[config.mk]
export PLATFORM = sky130hd
export DESIGN_NAME = gnrc_ram_master
export DESIGN_NICKNAME = d
export VERILOG_FILES = /design/src/rtl/gnrc_ram_master.sv
export SDC_FILE = /design/constraint.sdc
export NUM_CORES = 1
export LEC_CHECK = 0
export ABC_AREA = 1
export CAP_MARGIN = 20
export CELL_PAD_IN_SITES_DETAIL_PLACEMENT = 1
export CELL_PAD_IN_SITES_GLOBAL_PLACEMENT = 1
export CORE_ASPECT_RATIO = 1.1
export CORE_MARGIN = 10
export CORE_UTILIZATION = 32
export CTS_CLUSTER_SIZE = 40
export DETAILED_ROUTE_END_ITERATION = 8
export PLACE_DENSITY = 0.82
export RECOVER_POWER = 50
export SYNTH_ARGS = -nofsm -noshare
export SYNTH_HDL_FRONTEND = slang
export SYNTH_SLANG_ARGS = --single-unit
[constraint.sdc]
create_clock -name clk_i -period 3.96 [get_ports clk_i]
set_clock_uncertainty 0.05 [all_clocks]
set_input_delay 0.396 -clock clk_i [delete_from_list [all_inputs] [get_ports clk_i]]
set_output_delay 0.396 -clock clk_i [all_outputs]
set_load 0.02 [all_outputs]
[src/rtl/gnrc_ram_master.sv]
// Request/response initiator for one port of gnrc_true_dpram / gnrc_spram.
// Build option GNRC_RAM_MASTER_WRITE_ACK_EN: writes also return an in-order zero-data response.
module gnrc_ram_master #(
    parameter int unsigned DW         = 32,
    parameter int unsigned AW         = 10,
    parameter int unsigned DELAY      = 1,
    parameter int unsigned BYTE_WRITE = 0,
    parameter int unsigned RSP_DEPTH  = DELAY + 1,
    localparam int unsigned WW        = (BYTE_WRITE != 0) ? DW / 8 : 1
) (
    input  logic          clk_i,
    input  logic          rst_ni,
    input  logic          req_valid_i,
    output logic          req_ready_o,
    input  logic [WW-1:0] req_we_i,
    input  logic [AW-1:0] req_addr_i,
    input  logic [DW-1:0] req_wdata_i,
    output logic          rsp_valid_o,
    input  logic          rsp_ready_i,
    output logic [DW-1:0] rsp_rdata_o,
    output logic          ram_en_o,
    output logic [WW-1:0] ram_we_o,
    output logic [AW-1:0] ram_addr_o,
    output logic [DW-1:0] ram_din_o,
    input  logic [DW-1:0] ram_dout_i
);

    localparam int unsigned CW = $clog2(RSP_DEPTH + 1);
    localparam int unsigned PW = (RSP_DEPTH > 1) ? $clog2(RSP_DEPTH) : 1;

    logic             acc;
    logic             tag_in;
    logic             push;
    logic             pop;
    logic [DW-1:0]    push_data;
    logic [DELAY-1:0] tag_q, tag_d;
`ifdef GNRC_RAM_MASTER_WRITE_ACK_EN
    logic [DELAY-1:0] wrk_q, wrk_d;
`endif
    logic [CW-1:0]    cnt_q, cnt_d;
    logic [CW-1:0]    fill_q, fill_d;
    logic [PW-1:0]    wr_ptr_q, wr_ptr_d;
    logic [PW-1:0]    rd_ptr_q, rd_ptr_d;
    logic [DW-1:0]    mem_q [RSP_DEPTH];
    logic [DW-1:0]    mem_d [RSP_DEPTH];

    function automatic logic [PW-1:0] ptr_next(input logic [PW-1:0] p);
        return (p == PW'(RSP_DEPTH - 1)) ? '0 : p + 1'b1;
    endfunction

    always_comb begin
        rsp_valid_o = (fill_q != '0);
        rsp_rdata_o = mem_q[rd_ptr_q];
        pop         = rsp_valid_o & rsp_ready_i;
        // cnt_q counts pipeline plus FIFO, so a pop this cycle frees a credit immediately
        req_ready_o = rst_ni & ((cnt_q - CW'(pop)) < CW'(RSP_DEPTH));
        acc         = req_valid_i & req_ready_o;

        ram_en_o    = acc;
        ram_we_o    = acc ? req_we_i : '0;
        ram_addr_o  = req_addr_i;
        ram_din_o   = req_wdata_i;

`ifdef GNRC_RAM_MASTER_WRITE_ACK_EN
        tag_in      = acc;
        wrk_d       = DELAY'({wrk_q, acc & (req_we_i != '0)});
        push_data   = wrk_q[DELAY-1] ? '0 : ram_dout_i;
`else
        tag_in      = acc & (req_we_i == '0);
        push_data   = ram_dout_i;
`endif
        tag_d       = DELAY'({tag_q, tag_in});
        push        = tag_q[DELAY-1];

        cnt_d       = cnt_q + CW'(tag_in) - CW'(pop);
        fill_d      = fill_q + CW'(push) - CW'(pop);
        wr_ptr_d    = push ? ptr_next(wr_ptr_q) : wr_ptr_q;
        rd_ptr_d    = pop ? ptr_next(rd_ptr_q) : rd_ptr_q;

        mem_d = mem_q;
        if (push) begin
            mem_d[wr_ptr_q] = push_data;
        end
    end

    always_ff @(posedge clk_i or negedge rst_ni) begin
        if (!rst_ni) begin
            tag_q    <= '0;
`ifdef GNRC_RAM_MASTER_WRITE_ACK_EN
            wrk_q    <= '0;
`endif
            cnt_q    <= '0;
            fill_q   <= '0;
            wr_ptr_q <= '0;
            rd_ptr_q <= '0;
            for (int unsigned i = 0; i < RSP_DEPTH; i++) begin
                mem_q[i] <= '0;
            end
        end else begin
            tag_q    <= tag_d;
`ifdef GNRC_RAM_MASTER_WRITE_ACK_EN
            wrk_q    <= wrk_d;
`endif
            cnt_q    <= cnt_d;
            fill_q   <= fill_d;
            wr_ptr_q <= wr_ptr_d;
            rd_ptr_q <= rd_ptr_d;
            mem_q    <= mem_d;
        end
    end

endmodule
==> results of run 1 <==
[final cells by class]
class	instances	area [um2]	area share
clock buffer	13	260	0.0598
clock inverter	3	65.1	0.0149
inverter	46	173	0.0396
multi-input combinational	253	1140	0.262
sequential	71	1780	0.408
tap	147	184	0.0422
timing repair buffer	78	756	0.174
[worst max-delay path, delay by kind of cell]
kind | cells | cell delay (ps)
AO/OA/AOI/OAI | 1 | 150
adder cells (fa/ha/maj) | 1 | 210
buffers and inverters | 3 | 1240
AND/OR/NAND/NOR | 4 | 400
[through the flow]
stage | setup WS, ps | instances | total power, mW | utilization
after floorplan | 2170 | 432 | 2.43 | -
after global placement | 1300 | 593 | 3.12 | 0.372
after detailed placement | 1210 | 593 | 3.22 | 0.372
after CTS | 1180 | 610 | 4.13 | 0.402
after global routing | 843 | 611 | 4.35 | 0.399
final | 1100 | 611 | 4.01 | 0.399
[flip-flops by register name, summed over array words and instances, names as in the netlist]
| name | flops |
|---|---|
| cnt_q | 2 |
| fill_q | 2 |
| mem_q | 64 |
| push | 1 |
| rd_ptr_q | 1 |
| wr_ptr_q | 1 |
[layout by cell type, fill, tap and decap left out]
cell / Yosys / final
bufinv_16: 0 / 2
inv_1: 46 / 46
xor2_1: 1 / 1
clkbuf_1: 9 / 4
o21ai_0: 32 / 49
buf_4: 42 / 3
clkbuf_2: 0 / 1
o21ai_2: 23 / 15
dfrtp_1: 71 / 71
or2_0: 0 / 1
ha_1: 4 / 4
clkdlybuf4s50_1: 0 / 70
clkbuf_8: 0 / 2
o21a_1: 1 / 1
nor2_1: 3 / 3
nand3_1: 1 / 1
clkbuf_16: 0 / 9
nand2_1: 176 / 176
dlygate4sd3_1: 0 / 2
or2_2: 1 / 1
clkinv_2: 0 / 1
xnor2_1: 1 / 1
[worst paths after layout]
| check | startpoint | end | cells after the start |
|---|---|---|---|
| worst max-delay path | rsp_ready_i | ram_we_o | 9 |
| worst min-delay path | mem_q[56] | mem_q[56] | 2 |
| worst max register to register | push | mem_q[37] | 5 |
| worst min register to register | mem_q[56] | mem_q[56] | 2 |
| max in group asynchronous | rst_ni | mem_q[13] | 3 |
| min in group asynchronous | rst_ni | cnt_q[0] | 2 |
[cell families (layout without fill, tap and decap cells)]
kind of cell,after synthesis,count (layout),share of synthesized area
AOI/OAI and AO/OA,65,65,0.116
xor gates and xnor gates,2,2,0.00492
adders and majority gates,4,4,0.0141
buffers and inverters,108,140,0.172
DFF,71,71,0.499
and+or+nand+nor,182,182,0.194
[what timing repair did]
item	in CTS	in global routing
hold endpoints to repair	3	0
hold buffers	1	0
resized for setup	0	0
setup buffers	0	0
endpoints found under the setup margin	0	0
[power by group]
group | internal, mW | switching (mW)
Combinational | 0.804 | 1.04
Sequential | 1.09 | 0.197
Clock | 0.585 | 0.289
[metal layers]
metal  part of all wire  vias up  wire length (um)
met5                  0        -                 0
met4             0.0063        0                56
met3              0.052        6               457
met2               0.51       68              4510
met1               0.43     1346              3810
li1                   -     1325                 -
==> results.tsv, run 1 <==
stage	metric	value	unit
detailed_routing	antenna_left	0	
run_status	outcome	finished with violations	
setup_path	cpMaxStageDelayCell	clkdlybuf4s50_1	
synthesis	synth_edf_count	0	
synthesis	synthTopCellsByCount	176 x nand2_1, 71 x dfrtp_1, 46 x inv_1	
clock_network	cts_buffer_depth	2	
sta	tns	0	ps
power_and_ir_drop	p_leak	2.24	nW
global_routing	use_met2	0.197	
detailed_routing	wl	8830	um
sta	worst_pin_slew	1800	ps
global_routing	antenna_found_initial	1	
global_routing	grt_pass1_vias	2967	
setup_path	slowest_delay	630	ps
hold_path	hold_class	reg2reg	
synthesis	synthFlopType	dfrtp_1	
synthesis	synth_cell_type_count	18	
synthesis	ys_warn_count	0	
sta	setup_viol	0	
sta	rsz0062_at_grt	false	
die	dieWidth	121	um
clock_network	clkTransAtPathRegs	50	ps
clock_network	cts_root_buf	clkbuf_16	
cells_and_area	nNetsFinal	542	
synthesis	yosysTopAreaCell	dfrtp_1	
die	row_count	40	
clock_network	cts_tree	done	
setup_path	crit_type	in2out	
die	start_util	0.326	
setup_path	end_kind	output port	
detailed_routing	drcViolationCount	0	
sta	finalCritPeriodShare	0.721	
setup_path	reg2reg_slack	1220	ps
global_routing	grt_max_degree	69	
sta	relSlewSlack	-0.200	
global_routing	busiest_layer	met2	
detailed_routing	wl_per_cell	14.4	um
detailed_routing	vias_per_cell	4.49	
global_routing	overflow	0	
clock_network	cts-htree-levels	3	
sta	hold_viol	0	
synthesis	synth.most_common_cell	nand2_1	
placed_design	portBuffers	72	
placed_design	placed_area	4060	um2
clock_network	cts_buffers	9	
detailed_routing	num_vias	2745	
setup_path	start_kind	input pin	
global_routing	grt_pass1_wl	14900	um
die	die-area	15800	um2
synthesis	synth.avg_cell_area	8.25	um2
synthesis	yosys-top-cells-area	dfrtp_1 50%, nand2_1 19%, buf_4 8.9%, o21ai_2 5.7%, inv_1 4.8%	
synthesis	synthCells	432	
clock_network	clk_latency	320	ps
synthesis	ys_seq_area_frac	0.499	
setup_path	crit_chain	dlygate4sd3_1 > o21a_1 > ha_1 > inv_1 > nand2_1 > nand2_1 > nand3_1 > nor2_1 > clkdlybuf4s50_1	
power_and_ir_drop	p_per_area	920	nW/um2
flow_run	drv_cap	2	
synthesis	synth_seq_cells	71	
setup_path	crit_path_max_fanout	3	
synthesis	synth_top_area_frac	0.499	
cells_and_area	areaGrowthSynthToFinish	22.3	%
run_status	violations	max-capacitance violations, max-slew violations	
global_routing	grt_usage	0.118	
sta	fin_crit	2860	ps
detailed_routing	drtIter0Drc	120	
sta	slew_viol_final	106	
global_routing	grt.met3_usage	0.0429	
sta	worst_hold_slack	431	ps
global_routing	grtUsageMet1	0.133	
power_and_ir_drop	vdd_drop_max	0.323	mV
synthesis	synth_area	3560	um2
die	die_h	131	um
detailed_routing	first_pass_iters	4	
placed_design	gp_congestion	0.697	
placed_design	dp.final_hpwl	6080	um
die	core_area	10900	um2
die	ios	157	
synthesis	syn-num-nets	515	
synthesis	async_reset_ff_frac	1.00	
clock_network	clkSinkCount	71	
cells_and_area	fill_cells	1357	
setup_path	crit_top_cell	nand2_1	
setup_path	cp.arrival	2410	ps
cells_and_area	antenna_cells	0	
cells_and_area	layout-drive-gt1-share	0.0733	
sta	fmax	350	MHz
setup_path	cp.required	3510	ps
cells_and_area	finalInstanceArea	4360	um2
Power figures use the tool's default switching activity.
==> inputs of run 2 (changes only) <==
--- a/config.mk
+++ b/config.mk
@@ -11,10 +11,10 @@
 export CELL_PAD_IN_SITES_GLOBAL_PLACEMENT = 1
 export CORE_ASPECT_RATIO = 1.1
 export CORE_MARGIN = 10
-export CORE_UTILIZATION = 32
+export CORE_UTILIZATION = 27
 export CTS_CLUSTER_SIZE = 40
 export DETAILED_ROUTE_END_ITERATION = 8
-export PLACE_DENSITY = 0.82
+export PLACE_DENSITY = 0.74
 export RECOVER_POWER = 50
 export SYNTH_ARGS = -nofsm -noshare
 export SYNTH_HDL_FRONTEND = slang
==> constraint.sdc (replaced) <==
create_clock -name clk_i -period 2.55 [get_ports clk_i]
set_clock_uncertainty 0.05 [all_clocks]
set_input_delay 0.255 -clock clk_i [delete_from_list [all_inputs] [get_ports clk_i]]
set_output_delay 0.255 -clock clk_i [all_outputs]
set_load 0.02 [all_outputs]
==> results.tsv, run 2 (synthesized netlist as in run 1, its figures left out) <==
stage	metric	value	unit	change
run_status	outcome	completed		was finished with violations
die	dieWidth	130	um	was 121 um
sta	hold_viol	0		unchanged
cells_and_area	nNetsFinal	545		was 542
power_and_ir_drop	p_sw_frac	0.386		was 0.380
clock_network	cts_root_buf	clkbuf_16		unchanged
cells_and_area	fin_cells	624		was 611
die	start_util	0.279		was 0.326
power_and_ir_drop	p_per_area	1410	nW/um2	was 920 nW/um2
hold_path	hold_class	in2async		was reg2reg
sta	setup_ws	384	ps	was 1100 ps
die	row_count	43		was 40
power_and_ir_drop	clockPowerShare	0.213		was 0.218
sta	setup_viol	0		unchanged
power_and_ir_drop	intPower	3.82	mW	was 2.48 mW
global_routing	overflow	0		unchanged
sta	fin_crit	2170	ps	
cells_and_area	largest_reg_flops	64		unchanged
clock_network	clkTransAtPathRegs	60	ps	was 50 ps
sta	tns	0	ps	unchanged
setup_path	worstRegToRegCells	3		was 5
global_routing	grt_usage	0.105		was 0.118
sta	slew_viol_final	0		was 106
cells_and_area	regMostFlops	mem_q		unchanged
setup_path	cp.arrival	1860	ps	was 2410 ps
power_and_ir_drop	vdd_drop_max	0.597	mV	was 0.323 mV
power_and_ir_drop	p_leak	2.30	nW	was 2.24 nW
detailed_routing	antenna_left	0		unchanged
die	die_h	140	um	was 131 um
sta	finalCritPeriodShare	0.849		
die	die-area	18200	um2	was 15800 um2
clock_network	cts_buffers	9		unchanged
sta	relSlewSlack	0.426		was -0.200
detailed_routing	wl_per_cell	14.4	um	about the same
clock_network	cts-htree-levels	3		unchanged
power_and_ir_drop	p_switching	2.40	mW	was 1.52 mW
cells_and_area	antenna_cells	0		unchanged
cells_and_area	fill_cells	1521		was 1357
cells_and_area	seq_area	1780	um2	unchanged
cells_and_area	areaGrowthSynthToFinish	23.3	%	was 22.3%
power_and_ir_drop	p_seq_frac	0.321		was 0.322
placed_design	dp.final_hpwl	6410	um	was 6080 um
detailed_routing	vias_per_cell	4.35		was 4.49
setup_path	cp.required	2250	ps	was 3510 ps
setup_path	end_kind	output port		unchanged
global_routing	grt_pass1_vias	3098		was 2967
cells_and_area	multi_input_area	1140	um2	unchanged
setup_path	start_kind	flop		was input pin
die	ios	157		unchanged
clock_network	post-cts-setup-buffer-count	0		unchanged
cells_and_area	postLayoutCoreUtil	0.344		was 0.399
detailed_routing	first_pass_iters	4		unchanged
die	core_area	12800	um2	was 10900 um2
detailed_routing	num_vias	2714		was 2745
sta	worst_pin_slew	858	ps	was 1800 ps
global_routing	grt_pass1_wl	15400	um	was 14900 um
clock_network	clkSinkCount	71		unchanged
placed_design	dp.cells	607		was 593
cells_and_area	layout-drive-gt1-share	0.0878		was 0.0733
power_and_ir_drop	combinationalPowerShare	0.466		was 0.460
clock_network	cts_tree	done		unchanged
clock_network	clk_latency	330	ps	was 320 ps
sta	fmax	462	MHz	
global_routing	grt_max_degree	57		was 69
placed_design	gp_congestion	0.748		was 0.697
cells_and_area	biggestRegsByFlops	mem_q: 64 flops, cnt_q: 2 flops, fill_q: 2 flops		unchanged
cells_and_area	final_common_cell	nand2_1		unchanged
detailed_routing	wl	8990	um	was 8830 um
detailed_routing	drtIter0Drc	163		was 120
setup_path	crit_type	reg2out		was in2out
placed_design	portBuffers	72		unchanged
cells_and_area	final_cell_mix	176 x nand2_1, 71 x dfrtp_1, 68 x clkdlybuf4s50_1, 49 x o21ai_0, 46 x inv_1		was 176 x nand2_1, 71 x dfrtp_1, 70 x clkdlybuf4s50_1, 49 x o21ai_0, 46 x inv_1
global_routing	antenna_found_initial	0		was 1
placed_design	dp_worst_setup_slack	125	ps	was 1210 ps
flow_run	drv_cap	0		was 2
setup_path	crit_path_max_fanout	18		was 3
clock_network	cts_buffer_depth	2		unchanged
sta	rsz0062_at_grt	false		unchanged
detailed_routing	drcViolationCount	0		unchanged
## run 2: final timing paths
check / start / to / slack (ps)
worst max register to register: push / mem_q[13] / 700
min in group clk_i: mem_q[60] / mem_q[60] / 430
worst min-delay path: rst_ni / cnt_q[0] / 360
worst min register to register: mem_q[60] / mem_q[60] / 430
worst max-delay path: rd_ptr_q / rsp_rdata_o[18] / 380
max in group asynchronous: rst_ni / mem_q[63] / 1080
## run 2: routing by layer
layer | up-vias | track usage | part of all wire
li1 | 1330 | - | -
met1 | 1287 | 0.127 | 0.44
met2 | 80 | 0.167 | 0.47
met3 | 17 | 0.0310 | 0.064
met4 | 0 | 0.0509 | 0.018
met5 | - | 0 | 0
## run 2: per-stage QoR
stage	hold WS [ps]	area (um2)	power, mW
after floorplan	-90.6	3560	3.77
after global placement	82.0	4100	4.90
after detailed placement	87.8	4100	5.03
after CTS	360	4420	6.40
after global routing	386	4390	6.78
final	365	4390	6.21
## run 2: what timing repair did
action	CTS	global route
gates resized for setup	0	3
endpoints found under the hold margin	15	0
endpoints found under the setup margin	0	3
hold buffers	1	0
## run 2: cell type report
type	count	area share
Clock buffer	9	0.0513
Clock inverter	7	0.0199
Inverter	46	0.0393
Multi-Input combinational cell	253	0.260
Sequential cell	71	0.405
Tap cell	157	0.0447
Timing Repair Buffer	81	0.180
## run 2: power groups by stage
stage / clock [mW] / combinational, mW / sequential, mW
floorplan: 0 / 1.84 / 1.93
detailed placement: 0 / 3.01 / 2.02
global placement: 0 / 2.92 / 1.98
global route: 1.42 / 3.27 / 2.09
finish: 1.32 / 2.89 / 2.00
CTS: 1.36 / 3.03 / 2.01
## run 2: critical path, stage by stage (launching register included)
cell and delay [ps]:
dfrtp_1 390, inv_1 70, buf_4 250, nand2_1 90, nand2_1 120, clkdlybuf4s50_1 620
